## config.mk

```make
export PLATFORM = sky130hd
export DESIGN_NAME = uart_rx
export DESIGN_NICKNAME = d
export VERILOG_FILES = /design/src/rtl/uart_rx.sv
export SDC_FILE = /design/constraint.sdc
export NUM_CORES = 1
export LEC_CHECK = 0
export CAP_MARGIN = 10
export CORE_UTILIZATION = 35
export CTS_BUF_LIST = sky130_fd_sc_hd__clkbuf_8
export DETAILED_ROUTE_END_ITERATION = 8
export SETUP_SLACK_MARGIN = 0.4
export SLEW_MARGIN = 15
export SYNTH_ARGS = -nofsm -noshare
export SYNTH_HDL_FRONTEND = slang
export SYNTH_SLANG_ARGS = --single-unit
```

## constraint.sdc

```tcl
create_clock -name clk -period 1.6 [get_ports clk]
set_input_delay 0.16 -clock clk [delete_from_list [all_inputs] [get_ports clk]]
set_output_delay 0.16 -clock clk [all_outputs]
set_load 0.01 [all_outputs]
```

## src/rtl/uart_rx.sv

```systemverilog
// uart_rx: UART 8N1 receiver. Samples rx at mid-bit, rebuilds bytes LSB first,
// and hands each byte over through a one-entry valid/ready holding register.
// Ports:
//   clk       - system clock, all logic on posedge
//   rst       - synchronous active-high reset
//   rx        - asynchronous serial input, idle high
//   rx_data   - received byte, stable while rx_valid=1
//   rx_valid  - holding register full
//   rx_ready  - consumer accepts; transfer on rx_valid && rx_ready
//   frame_err - 1-cycle pulse: stop bit low, byte discarded
//   overrun   - 1-cycle pulse: byte completed while holding register full, byte dropped
//   busy      - receiver not in IDLE
module uart_rx #(
  parameter int unsigned CLKS_PER_BIT = 5208
) (
  input  logic       clk,
  input  logic       rst,
  input  logic       rx,
  output logic [7:0] rx_data,
  output logic       rx_valid,
  input  logic       rx_ready,
  output logic       frame_err,
  output logic       overrun,
  output logic       busy
);

  localparam int unsigned CW = $clog2(CLKS_PER_BIT);
  localparam logic [CW-1:0] LAST      = CW'(CLKS_PER_BIT - 1);
  localparam logic [CW-1:0] HALF_LAST = CW'(CLKS_PER_BIT / 2 - 1);

  typedef enum logic [2:0] {
    IDLE,
    START,
    DATA,
    STOP,
    BREAK
  } state_t;

  state_t        state, state_d;
  logic [CW-1:0] cnt, cnt_d;
  logic [2:0]    idx, idx_d;
  logic [7:0]    shift, shift_d;
  logic          done, done_d;
  logic          ferr_d;
  logic          rx_meta, rx_s;

  // Two-stage synchroniser; reset to the idle-line level.
  always_ff @(posedge clk) begin
    if (rst) begin
      rx_meta <= 1'b1;
      rx_s    <= 1'b1;
    end else begin
      rx_meta <= rx;
      rx_s    <= rx_meta;
    end
  end

  always_ff @(posedge clk) begin
    if (rst) begin
      state     <= IDLE;
      cnt       <= '0;
      idx       <= '0;
      shift     <= '0;
      done      <= 1'b0;
      frame_err <= 1'b0;
    end else begin
      state     <= state_d;
      cnt       <= cnt_d;
      idx       <= idx_d;
      shift     <= shift_d;
      done      <= done_d;
      frame_err <= ferr_d;
    end
  end

  always_comb begin
    state_d = state;
    cnt_d   = cnt;
    idx_d   = idx;
    shift_d = shift;
    done_d  = 1'b0;
    ferr_d  = 1'b0;
    case (state)
      IDLE: begin
        cnt_d = '0;
        if (!rx_s) state_d = START;
      end
      START: begin
        if (cnt == HALF_LAST) begin
          cnt_d   = '0;
          idx_d   = '0;
          state_d = rx_s ? IDLE : DATA;
        end else begin
          cnt_d = cnt + 1'b1;
        end
      end
      DATA: begin
        if (cnt == LAST) begin
          cnt_d          = '0;
          shift_d[idx]   = rx_s;
          idx_d          = idx + 1'b1;
          if (idx == 3'd7) state_d = STOP;
        end else begin
          cnt_d = cnt + 1'b1;
        end
      end
      STOP: begin
        if (cnt == LAST) begin
          cnt_d = '0;
          if (rx_s) begin
            done_d  = 1'b1;
            state_d = IDLE;
          end else begin
            ferr_d  = 1'b1;
            state_d = BREAK;
          end
        end else begin
          cnt_d = cnt + 1'b1;
        end
      end
      BREAK: begin
        cnt_d = '0;
        if (rx_s) state_d = IDLE;
      end
      default: state_d = IDLE;
    endcase
  end

  // Delivery happens the cycle after the stop-bit sample; a same-cycle
  // consume frees the slot so the new byte loads instead of overrunning.
  always_ff @(posedge clk) begin
    if (rst) begin
      rx_data  <= '0;
      rx_valid <= 1'b0;
      overrun  <= 1'b0;
    end else begin
      overrun <= 1'b0;
      if (done) begin
        if (!rx_valid || rx_ready) begin
          rx_data  <= shift;
          rx_valid <= 1'b1;
        end else begin
          overrun <= 1'b1;
        end
      end else if (rx_valid && rx_ready) begin
        rx_valid <= 1'b0;
      end
    end
  end

  assign busy = (state != IDLE);

endmodule
```

# Word level (Yosys, flattened, before mapping)

Index checks and enable logic that the tools add are counted.

Bitwise logic cells: 3
Magnitude comparators: 2
$add $sub $neg: 2
Multiplexer cells: 24
Equality and inequality tests: 14
Reductions and logical operators: 18

Operators by type and width:

| cell                  | number |
|---|---|
| $pmux 13 s3           | 1 |
| $mux 3                | 9 |
| $mux 13               | 2 |
| $pmux 3 s5            | 1 |
| $add 13x1->13 const B | 1 |
| $eq 13x12->1 const B  | 1 |
| $eq 13x13->1 const B  | 1 |
| $ne 2x2->1 const B    | 6 |
| $bwmux 8              | 1 |
| $mux 1                | 7 |
| $eq 3x2->1 const B    | 2 |
| $eq 3x3->1 const B    | 2 |
| $pmux 3 s2            | 1 |
| $reduce_and 2->1      | 3 |
| $reduce_and 6->1      | 1 |
| $reduce_bool 3->1     | 2 |
| $reduce_or 2->1       | 3 |
| $lt 3x4->1 const B    | 1 |
| $reduce_bool 2->1     | 2 |
| $add 3x1->3 const B   | 1 |
| $demux 1 s3           | 1 |
| $eq 3x1->1 const B    | 1 |
| $ge 3x1->1 const B    | 1 |
| $logic_not 3->1       | 1 |
| other kinds (8)       | 11 |

Flip-flop bits (word level): 41
Word-level logic and storage cells: 74
Output and inout port bits: 12
Input bits: 4

# Longest topological paths before layout

Gate-level depths: netlist of run 1.

Word-level depth: 5
Mapped depth: 7

# Worst setup path after synthesis of run 1

No wires, ideal clock.

Kind: flip-flop to flip-flop
From: reg cnt[0]
To: reg shift[3]
Setup time: 132 ps
Clock period less this slack: 1600 ps
Required time: 1468 ps
Setup slack: 0 ps
Arrival: 1467 ps
Path buffers: 1
Cell stages (with the launch flop): 7
Path through: dfxtp_1 > ha_1 > and4bb_2 > nand3_2 > buf_6 > o41ai_1 > a21oi_1

Word-level cells in the longest chain between the ends: 2

Ends and longest elaborated chain:

| element                           | RTL line | source |
|---|---|---|
| from (decl)                       | 40       | `logic [CW-1:0] cnt, cnt_d;` |
| from (signal assigned)            | 68       | `cnt <= cnt_d;` |
| $eq 13x13->1                      | 98       | `if (cnt == LAST) begin` |
| $reduce_and 2->1 (no source line) | n/a      |  |
| to (signal assigned)              | 70       | `shift <= shift_d;` |
| to (decl)                         | 42       | `logic [7:0] shift, shift_d;` |

Every way passes these cells.
A chain may end at the register's enable or synchronous reset.

# Worst setup path after layout of run 1

From: reg cnt[1]
To: reg cnt[12]

Word-level cells in the longest chain between the ends: 3

Ends and longest elaborated chain:

| element                                     | RTL line     | source |
|---|---|---|
| $add 13x1->13, or another cell as far along | 94, 104, 118 |  |
| $mux 13, on equally long branches           | 98, 108, 89  |  |
| $pmux 13 s3 *                               | 83           | `case (state)` |

Mark *: on every way between the ends. The rest lies on a longest branch, timed or not.

==> impl_metrics.ini, run 1 <==
[synth]
ys_ff_latch = 41
yosysSeqAreaShare_pct = 42.8
syn_inst = 216
syn_area_um2 = 1920
yosys_warnings = 0
ys_types = 46
postSynthAreaPerCell_um2 = 8.87
syn_nets = 223

[cells_and_area]
multi_input_area_um2 = 1160
area_growth_pct = 40.6
seqCellArea_um2 = 843
n_antenna_cell = 0
drive_above_1_share_pct = 32.1
most-common-layout-cells = dfxtp_1, buf_4, nor2_1, a21oi_1
fill_cells = 492
fin_nets = 271

[setup_path]
cp_slowest_cell = dfxtp_2
worstPathArrival_ns = 1.73
critical-path-top-delay-family = compound AO/OA/AOI/OAI gates
start_kind = flop
critPathRequiredTime_ns = 1.83
setup.worst_path.end_class = flop
slowest_delay_ns = 0.34
crit_buf_inv = 2
crit_type = reg -> reg
critPathMaxFanout = 7
crit_chain = ha_4, and4bb_2, buf_4, a41oi_2, o21ai_2, buf_6, a21oi_1

[floorplan]
start_util_pct = 36.8
core_area_um2 = 5200
rows = 26
die_area_um2 = 5770
die_y_um = 76.0
boundaryPins = 16
die_w_um = 76.0

[pwr]
power.total_mw = 2.35
p_per_area_nw_per_um2 = 873
power.leakage_nw = 1.05
vdd_drop_max_uv = 464

[clocking]
cts_tree = done
cts_buffer_depth = 2
htreeDepth = 2
path_clk_slew_ns = 0.08
cts.sinks = 41
cts_buffers = 5
clk_latency_ns = 0.30
cts-root-buf = clkbuf_8

[detailed_routing]
vias_per_cell = 5.13
wl_mm = 4.30
num_vias = 1720
first_pass_iters = 4
wl_per_cell_um = 12.8
route.detailed.drc = 0
detail-route-antenna-nets = 0
drtIter0Drc = 83

[sta]
setup_tns_ns = 0
finalMaxSlewViolations = 0
setup_viol = 0
worst_slack_ns = 0.0913
fin_skew_ns = 0.00943
fmax_mhz = 663
hold_viol = 0
finalCritPeriodShare_pct = 94.3
worst_pin_slew_ns = 0.294
rsz0062_at_grt = yes
relSlewSlack_pct = 80.3
fin_crit_ns = 1.51

[global_route]
grt_pass1_wl_mm = 7.70
grt_pass1_vias = 1699
grt_start_max_net_pins = 29
grt_util_all_layers_pct = 16.7
grt_overflow = 0
antenna_found_initial = 0

[placement]
hpwl_mm = 2.89
portBuffers = 15
place.gp.congestion = 0.805
pre_cts_slack_ns = 0.00833

[flow_run]
cap_violations = 0

[run_status]
status = completed

[hold_path]
hold_path.class = reg -> reg
## per-stage QoR
stage          hold WS [ns]  area, µm²  cells  util (%)
6_report              0.430       2690    335      51.8
2_1_floorplan         0.239       2050    216         -
3_5_place_dp          0.399       2440    320      46.8
5_1_grt               0.440       2690    335      51.8
4_1_cts               0.426       2650    334      50.9
3_3_place_gp          0.403       2440    320      46.8
## repair_timing
| item | in CTS | in global routing |
|---|---|---|
| buffers inserted | 6 | 1 |
| pin swaps | 11 | 5 |
| gates resized for setup | 27 | 9 |
| hold buffers | 0 | 0 |
| endpoints found under the setup margin | 41 | 38 |
## Yosys cell counts, drive strengths merged
master	n	area, µm²
o21ai	12	71.3
and3	2	12.5
nor3	4	20.0
nor3b	3	27.5
a21o	1	7.51
and4	2	17.5
o41ai	1	8.76
nor2b	3	18.8
o2111ai	1	8.76
or3b	1	8.76
dfxtp	41	821
o31ai	2	15.0
nor4b	2	32.5
a41oi	2	17.5
nand3b	3	22.5
nor4	4	25.0
and4bb	1	12.5
or2	2	12.5
ha	3	37.5
nand3	13	70.1
a32oi	1	8.76
nand4	7	43.8
nand2b	3	18.8
xor2	4	35.0
mux2i	8	80.1
and4b	2	20.0
nor4bb	1	10.0
a21oi	19	95.1
nand2	11	41.3
a31oi	2	12.5
nor2	20	75.1
a211o	1	8.76
xnor2	4	35.0
o21a	1	7.51
buf	8	45.0
or4	2	15.0
clkbuf	3	11.3
inv	6	22.5
or3	10	62.6
## area by class of cell
class | instances | share of cell area (%)
multi-input combinational | 158 | 43.0
tap | 70 | 3.25
clock buffer | 5 | 2.55
timing repair buffer | 52 | 17.4
clock inverter | 3 | 1.67
inverter | 6 | 0.836
sequential | 41 | 31.3
## worst register-to-register path: cells and delay by family, from the launching register on
family                   cells  cell delay [ns]
AND/OR/NAND/NOR              1             0.25
adder cells (fa/ha/maj)      1             0.15
flip-flops                   1             0.34
buffers and inverters        2             0.30
AO/OA/AOI/OAI                3             0.39
## state kept, by name, indices dropped and copies added (netlist names), 3 cells and up
register and flops:
shift 8, cnt 13, state 3, rx_data 8, idx 3
## cells by family (layout without fill, tap and decap cells)
group / after synthesis / in the layout / share of synthesized area, %
buffers and inverters: 17 / 66 / 4.11
DFF: 41 / 41 / 42.8
adders and majority gates: 3 / 3 / 1.96
and+or+nand+nor: 96 / 96 / 29.6
AOI/OAI and AO/OA: 43 / 43 / 13.7
xor gates and xnor gates: 8 / 8 / 3.66
muxes: 8 / 8 / 4.18
## power breakdown
group          total [mW]  internal [mW]  leakage, nW  switching, mW
clock               0.860          0.468       0.0587          0.391
combinational       0.408          0.202        0.648          0.206
sequential           1.09           1.05        0.338         0.0366
## worst paths after layout
kind / slack [ns] / end / from / cells past startpoint
worst min register to register: 0.43 / rx_s / rx_meta / 1
worst max register to register: 0.09 / cnt[12] / cnt[1] / 7
worst min-delay path: 0.43 / rx_s / rx_meta / 1
worst max-delay path: 0.09 / cnt[12] / cnt[1] / 7
## routing by layer
| layer | global-route usage, % | part of all wire (%) | vias up |
|---|---|---|---|
| met1 | 19.9 | 46 | 812 |
| met3 | 4.07 | 2.8 | 8 |
| met4 | 6.92 | 2.0 | 0 |
| met2 | 28.5 | 49 | 20 |
| met5 | 0 | 0 | - |
| li1 | - | - | 880 |
No activity file was read; power rests on OpenSTA's default activity.
==> run 2: changes to the inputs <==
- CELL_PAD_IN_SITES_DETAIL_PLACEMENT: default -> 0
- CELL_PAD_IN_SITES_GLOBAL_PLACEMENT: default -> 1
- PLACE_DENSITY_LB_ADDON: default -> 0.1
==> run 2 against run 1 <==
Sequential share of layout area up 1.1 points. Wire length up 4.7%. Critical path depth shrank 1. Non-clock buffer count decreased by 6. Highest routed layer unchanged. Worst setup slack lost 0.012 ns. Global-route usage fell by 0.23 points. Hold slack got worse by 0.0067 ns. Utilization fell by 1.5 points. Die area did not move. Fmax shrank 0.80%.
==> impl_metrics.ini, run 2 (same netlist as run 1, synthesis figures left out) <==
[run_status]
status = completed

[sta]
fmax_mhz = 658
worst_pin_slew_ns = 0.326
fin_skew_ns = 0.00353
finalCritPeriodShare_pct = 95.1
fin_crit_ns = 1.52
rsz0062_at_grt = yes
relSlewSlack_pct = 78.2
hold_ws_ns = 0.423
hold_viol = 0
finalMaxSlewViolations = 0
worst_slack_ns = 0.0792
setup_viol = 0

[pwr]
power.total_mw = 2.20
power.leakage_nw = 0.999
vdd_drop_max_uv = 323
p_per_area_nw_per_um2 = 840

[setup_path]
setup.worst_path.end_class = flop
crit_type = reg -> reg
critPathRequiredTime_ns = 1.83
cp_slowest_cell = dfxtp_2
worstPathArrival_ns = 1.75
start_kind = flop
critPathMaxFanout = 15
crit_chain = ha_4, and4bb_2, nand3_2, buf_8, or3_1, a21oi_2
slowest_delay_ns = 0.36

[hold_path]
hold_path.class = reg -> reg

[global_route]
grt_pass1_vias = 1685
grt_start_max_net_pins = 29
grt_util_all_layers_pct = 16.4
grt_pass1_wl_mm = 7.67
grt_overflow = 0
antenna_found_initial = 0

[cells_and_area]
n_antenna_cell = 0
largest_reg_flops = 13
drive_above_1_share_pct = 31.8
fill_cells = 497
top_regs = cnt: 13 flops, rx_data: 8 flops, shift: 8 flops
top_register = cnt
most-common-layout-cells = dfxtp_1, buf_4, nor2_1, a21oi_1, nand3_1
area_growth_pct = 36.5
multi_input_area_um2 = 1160
seqCellArea_um2 = 848
fin_nets = 265

[clocking]
cts_buffers = 5
cts_tree = done
clk_latency_ns = 0.29
cts-root-buf = clkbuf_8
htreeDepth = 2
cts_buffer_depth = 2
cts.sinks = 41
path_clk_slew_ns = 0.08

[detailed_routing]
first_pass_iters = 4
wl_per_cell_um = 13.7
wl_mm = 4.50
drtIter0Drc = 103
vias_per_cell = 5.35
num_vias = 1755
route.detailed.drc = 0
detail-route-antenna-nets = 0

[placement]
portBuffers = 15
pre_cts_slack_ns = 0.0502
hpwl_mm = 3.09
place.gp.congestion = 0.868

[floorplan]
boundaryPins = 16
rows = 26
die_w_um = 76.0
core_area_um2 = 5200
die_y_um = 76.0
die_area_um2 = 5770
start_util_pct = 36.8

[flow_run]
cap_violations = 0
run 2: worst paths after layout:
kind            from       end  slack (ns)  depth (start not counted)
max           cnt[1]  shift[2]        0.08                          6
min          rx_meta      rx_s        0.42                          1
max reg2reg   cnt[1]  shift[2]        0.08                          6
min reg2reg  rx_meta      rx_s        0.42                          1
run 2: final cells by class:
type	instances	area share (%)
Clock inverter	1	0.239
Timing Repair Buffer	46	15.6
Multi-Input combinational cell	158	44.3
Tap cell	70	3.35
Inverter	6	0.861
Clock buffer	6	3.16
Sequential cell	41	32.4
run 2: power breakdown:
part           internal [mW]  leakage, nW  total, mW  switching, mW
registers               1.05        0.339       1.08         0.0367
logic                  0.213        0.613      0.417          0.203
clock network          0.342       0.0476      0.697          0.355
total                   1.60        0.999       2.20          0.595
run 2: routing by layer:
layer  vias up  part of all wire, %  GRT usage (%)
met5         -                    0              0
met1       848                   44           18.7
met3         6                  3.2           3.71
met2        34                   51           29.9
li1        867                    -              -
met4         0                  1.3           5.96
run 2: critical path, delay by kind of cell, from the launching register on:
| family | cells | cell delay (ns) |
|---|---|---|
| compound gates | 1 | 0.13 |
| fa+ha+maj | 1 | 0.13 |
| buf+inv | 1 | 0.16 |
| flops | 1 | 0.36 |
| simple gates | 3 | 0.67 |
run 2: stage by stage:
step                      instances  util, %  setup TNS (ns)  instance area [µm²]
after CTS                       324     48.9               0                 2540
after global routing            328     50.2        -0.00289                 2620
after global placement          315     46.6               0                 2420
after detailed placement        315     46.6               0                 2420
final                           328     50.2               0                 2620
after floorplan                 216        -               0                 2050
run 2: what timing repair did:
item                       in CTS  in global routing
hold endpoints to repair        0                  0
hold buffers                    0                  0
setup buffers                   2                  4
gates resized for setup        26                 11
pin swaps                      13                  4
setup endpoints to repair      41                 38
==> run 3: changes to the inputs <==
- ABC_AREA: default -> 1
- CAP_MARGIN: 10 -> 20
- CELL_PAD_IN_SITES_DETAIL_PLACEMENT: 0 -> 2
- CELL_PAD_IN_SITES_GLOBAL_PLACEMENT: 1 -> 2
- CORE_UTILIZATION: 35 -> 30
==> run 3 against run 2 <==
First-iteration DRC count down 39%. Global-route usage is 1.5 points higher. Worst setup slack improved by 0.071 ns. Sequential share of layout area fell by 0.90 points. Count of clock-buffer cells in the layout unchanged. Fmax increased by 4.9%. Via count is 12% higher. Utilization is 7.8 points lower. Critical endpoint is now cnt[8]. Highest routed layer unchanged.
==> impl_metrics.ini, run 3 <==
[detailed_routing]
num_vias = 1972
drtIter0Drc = 63
wl_per_cell_um = 15.7
wl_mm = 6.33
detail-route-antenna-nets = 0
first_pass_iters = 4
route.detailed.drc = 0
vias_per_cell = 4.88

[setup_path]
crit_start = cnt[1]
rr_startpoint = cnt[1]
setup.worst_path.end_class = flop
critPathMaxFanout = 4
timing.rr.end = cnt[8]
cp_num_cells = 7
worstPathArrival_ns = 1.69
cp_slowest_cell = dfxtp_2
reg2reg_depth = 7
critical-path-top-delay-family = simple AND/OR/NAND/NOR gates
slowest_delay_ns = 0.36
crit_buf_inv = 2
crit_chain = ha_4, nand2_4, buf_12, nor4_2, buf_4, nand3_1, a21oi_2
start_kind = flop
critPathRequiredTime_ns = 1.84
crit_type = reg -> reg
rrSetupSlack_ns = 0.15
crit_end = cnt[8]

[synth]
synth_top_area_share_pct = 41.8
synthTopCellsByArea = dfxtp_1, nand2_1, nor2_1, inv_1, a21oi_1
ys_ff_latch = 41
postSynthAreaPerCell_um2 = 6.89
yosysMostFrequentCell = nand2_1
yosys_warnings = 0
synth_edf_count = 0
async_flop_share_pct = 0
synth_top_flop_cell = dfxtp_1
yosys.area.top_type = dfxtp_1
synth_top_cells_by_count = nand2_1, dfxtp_1, nor2_1
syn_area_um2 = 1960
ys_types = 25
syn_nets = 292
syn_inst = 285
yosysSeqAreaShare_pct = 41.8

[sta]
finalMaxSlewViolations = 0
rsz0062_at_grt = yes
setup_viol = 0
setup_tns_ns = 0
fmax_mhz = 690
fin_crit_ns = 1.45
worst_pin_slew_ns = 0.286
relSlewSlack_pct = 80.8
fin_skew_ns = 0.0118
hold_ws_ns = 0.414
finalCritPeriodShare_pct = 90.6
hold_viol = 0

[run_status]
status = completed

[global_route]
grt_util_all_layers_pct = 17.9
grt_pass1_wl_mm = 9.83
antenna_found_initial = 0
grt_start_max_net_pins = 23
grt_overflow = 0
grt_pass1_vias = 2046

[cells_and_area]
fin_nets = 334
area_growth_pct = 37.3
top_regs = cnt: 13 flops, rx_data: 8 flops, shift: 8 flops
final_common_cell = nand2_1
drive_above_1_share_pct = 32.4
top_register = cnt
n_antenna_cell = 0
most-common-layout-cells = nand2_1, inv_1, nor2_1, dfxtp_1, buf_4
largest_reg_flops = 13

[pwr]
p_per_area_nw_per_um2 = 1200
power_frac_seq_pct = 35.7
clkPwrFrac_pct = 22.0
vdd_drop_max_uv = 790
p_sw_share_pct = 39.0
power.total_mw = 3.24
power.leakage_nw = 1.07
p_comb_share_pct = 42.3
p_int_mw = 1.98
net-switching-power_mw = 1.26

[clocking]
path_clk_slew_ns = 0.08
cts_buffer_depth = 2
cts.sinks = 41
cts_buffers = 5
cts_hold_buf = 0
clk_latency_ns = 0.30
cts-root-buf = clkbuf_8
htreeDepth = 2
cts_tree = done

[placement]
place.gp.congestion = 0.754
portBuffers = 15
hpwl_mm = 3.98

[floorplan]
die_area_um2 = 6880
die_w_um = 82.9
rows = 29
core_area_um2 = 6350
die_y_um = 82.9
boundaryPins = 16
start_util_pct = 30.9

[hold_path]
hold_path.class = in -> reg

[flow_run]
cap_violations = 0
## run 3: through the flow
step	instance area, µm²	setup WS [ns]	util (%)	cells
finish	2700	0.150	42.5	404
global route	2700	0.0370	42.5	404
CTS	2540	0.138	40.1	396
detailed placement	2310	0.0491	36.3	379
global placement	2310	0.0690	36.3	379
floorplan	2040	0.314	-	285
## run 3: how the worst min path moves through the flow
| stage | from | end | slack (ns) | cells after the start |
|---|---|---|---|---|
| after floorplan | rst | idx[1] | 0.23 | 1 |
| after global placement | rx_meta | rx_s | 0.39 | 1 |
| after detailed placement | rx_meta | rx_s | 0.40 | 1 |
| after CTS | rx | rx_meta | 0.42 | 2 |
| after global routing | rx | rx_meta | 0.43 | 2 |
| final | rx | rx_meta | 0.41 | 2 |
## run 3: layout make-up
type / count / area, µm²
multi-input combinational: 197 / 1150
inverter: 40 / 155
clock buffer: 6 / 82.6
timing repair buffer: 42 / 354
tap: 77 / 96.3
sequential: 41 / 851
clock inverter: 1 / 7.51
fill: 745 / 3650
## run 3: layer usage
metal  global-route usage (%)  vias to the layer above  routed length [µm]
met1                     22.4                      945                3060
met5                        0                        -                   0
met4                     5.17                        0                 114
met3                     3.88                       10                 128
li1                         -                      998                   -
met2                     30.8                       19                3020
## run 3: power by group through the flow
| stage | registers, mW | logic, mW | clock network, mW |
|---|---|---|---|
| 2_1_floorplan | 1.16 | 0.774 | 0 |
| 3_3_place_gp | 1.20 | 0.938 | 0 |
| 3_5_place_dp | 1.20 | 0.955 | 0 |
| 4_1_cts | 1.17 | 1.13 | 0.735 |
| 5_1_grt | 1.16 | 1.51 | 0.782 |
| 6_report | 1.16 | 1.37 | 0.714 |
## run 3: kinds of logic after synthesis
group	Yosys count	share of synthesized area, %
AND/OR/NAND/NOR	145	33.9
buffers and inverters	48	10.1
adder cells (fa/ha/maj)	3	1.91
AO/OA/AOI/OAI	48	12.2
flip-flops	41	41.8
## run 3: what timing repair did
action,in CTS,in global routing
pin swaps,12,19
gates resized for setup,34,35
cloned,0,2
endpoints found under the setup margin,41,30
setup buffers,10,6
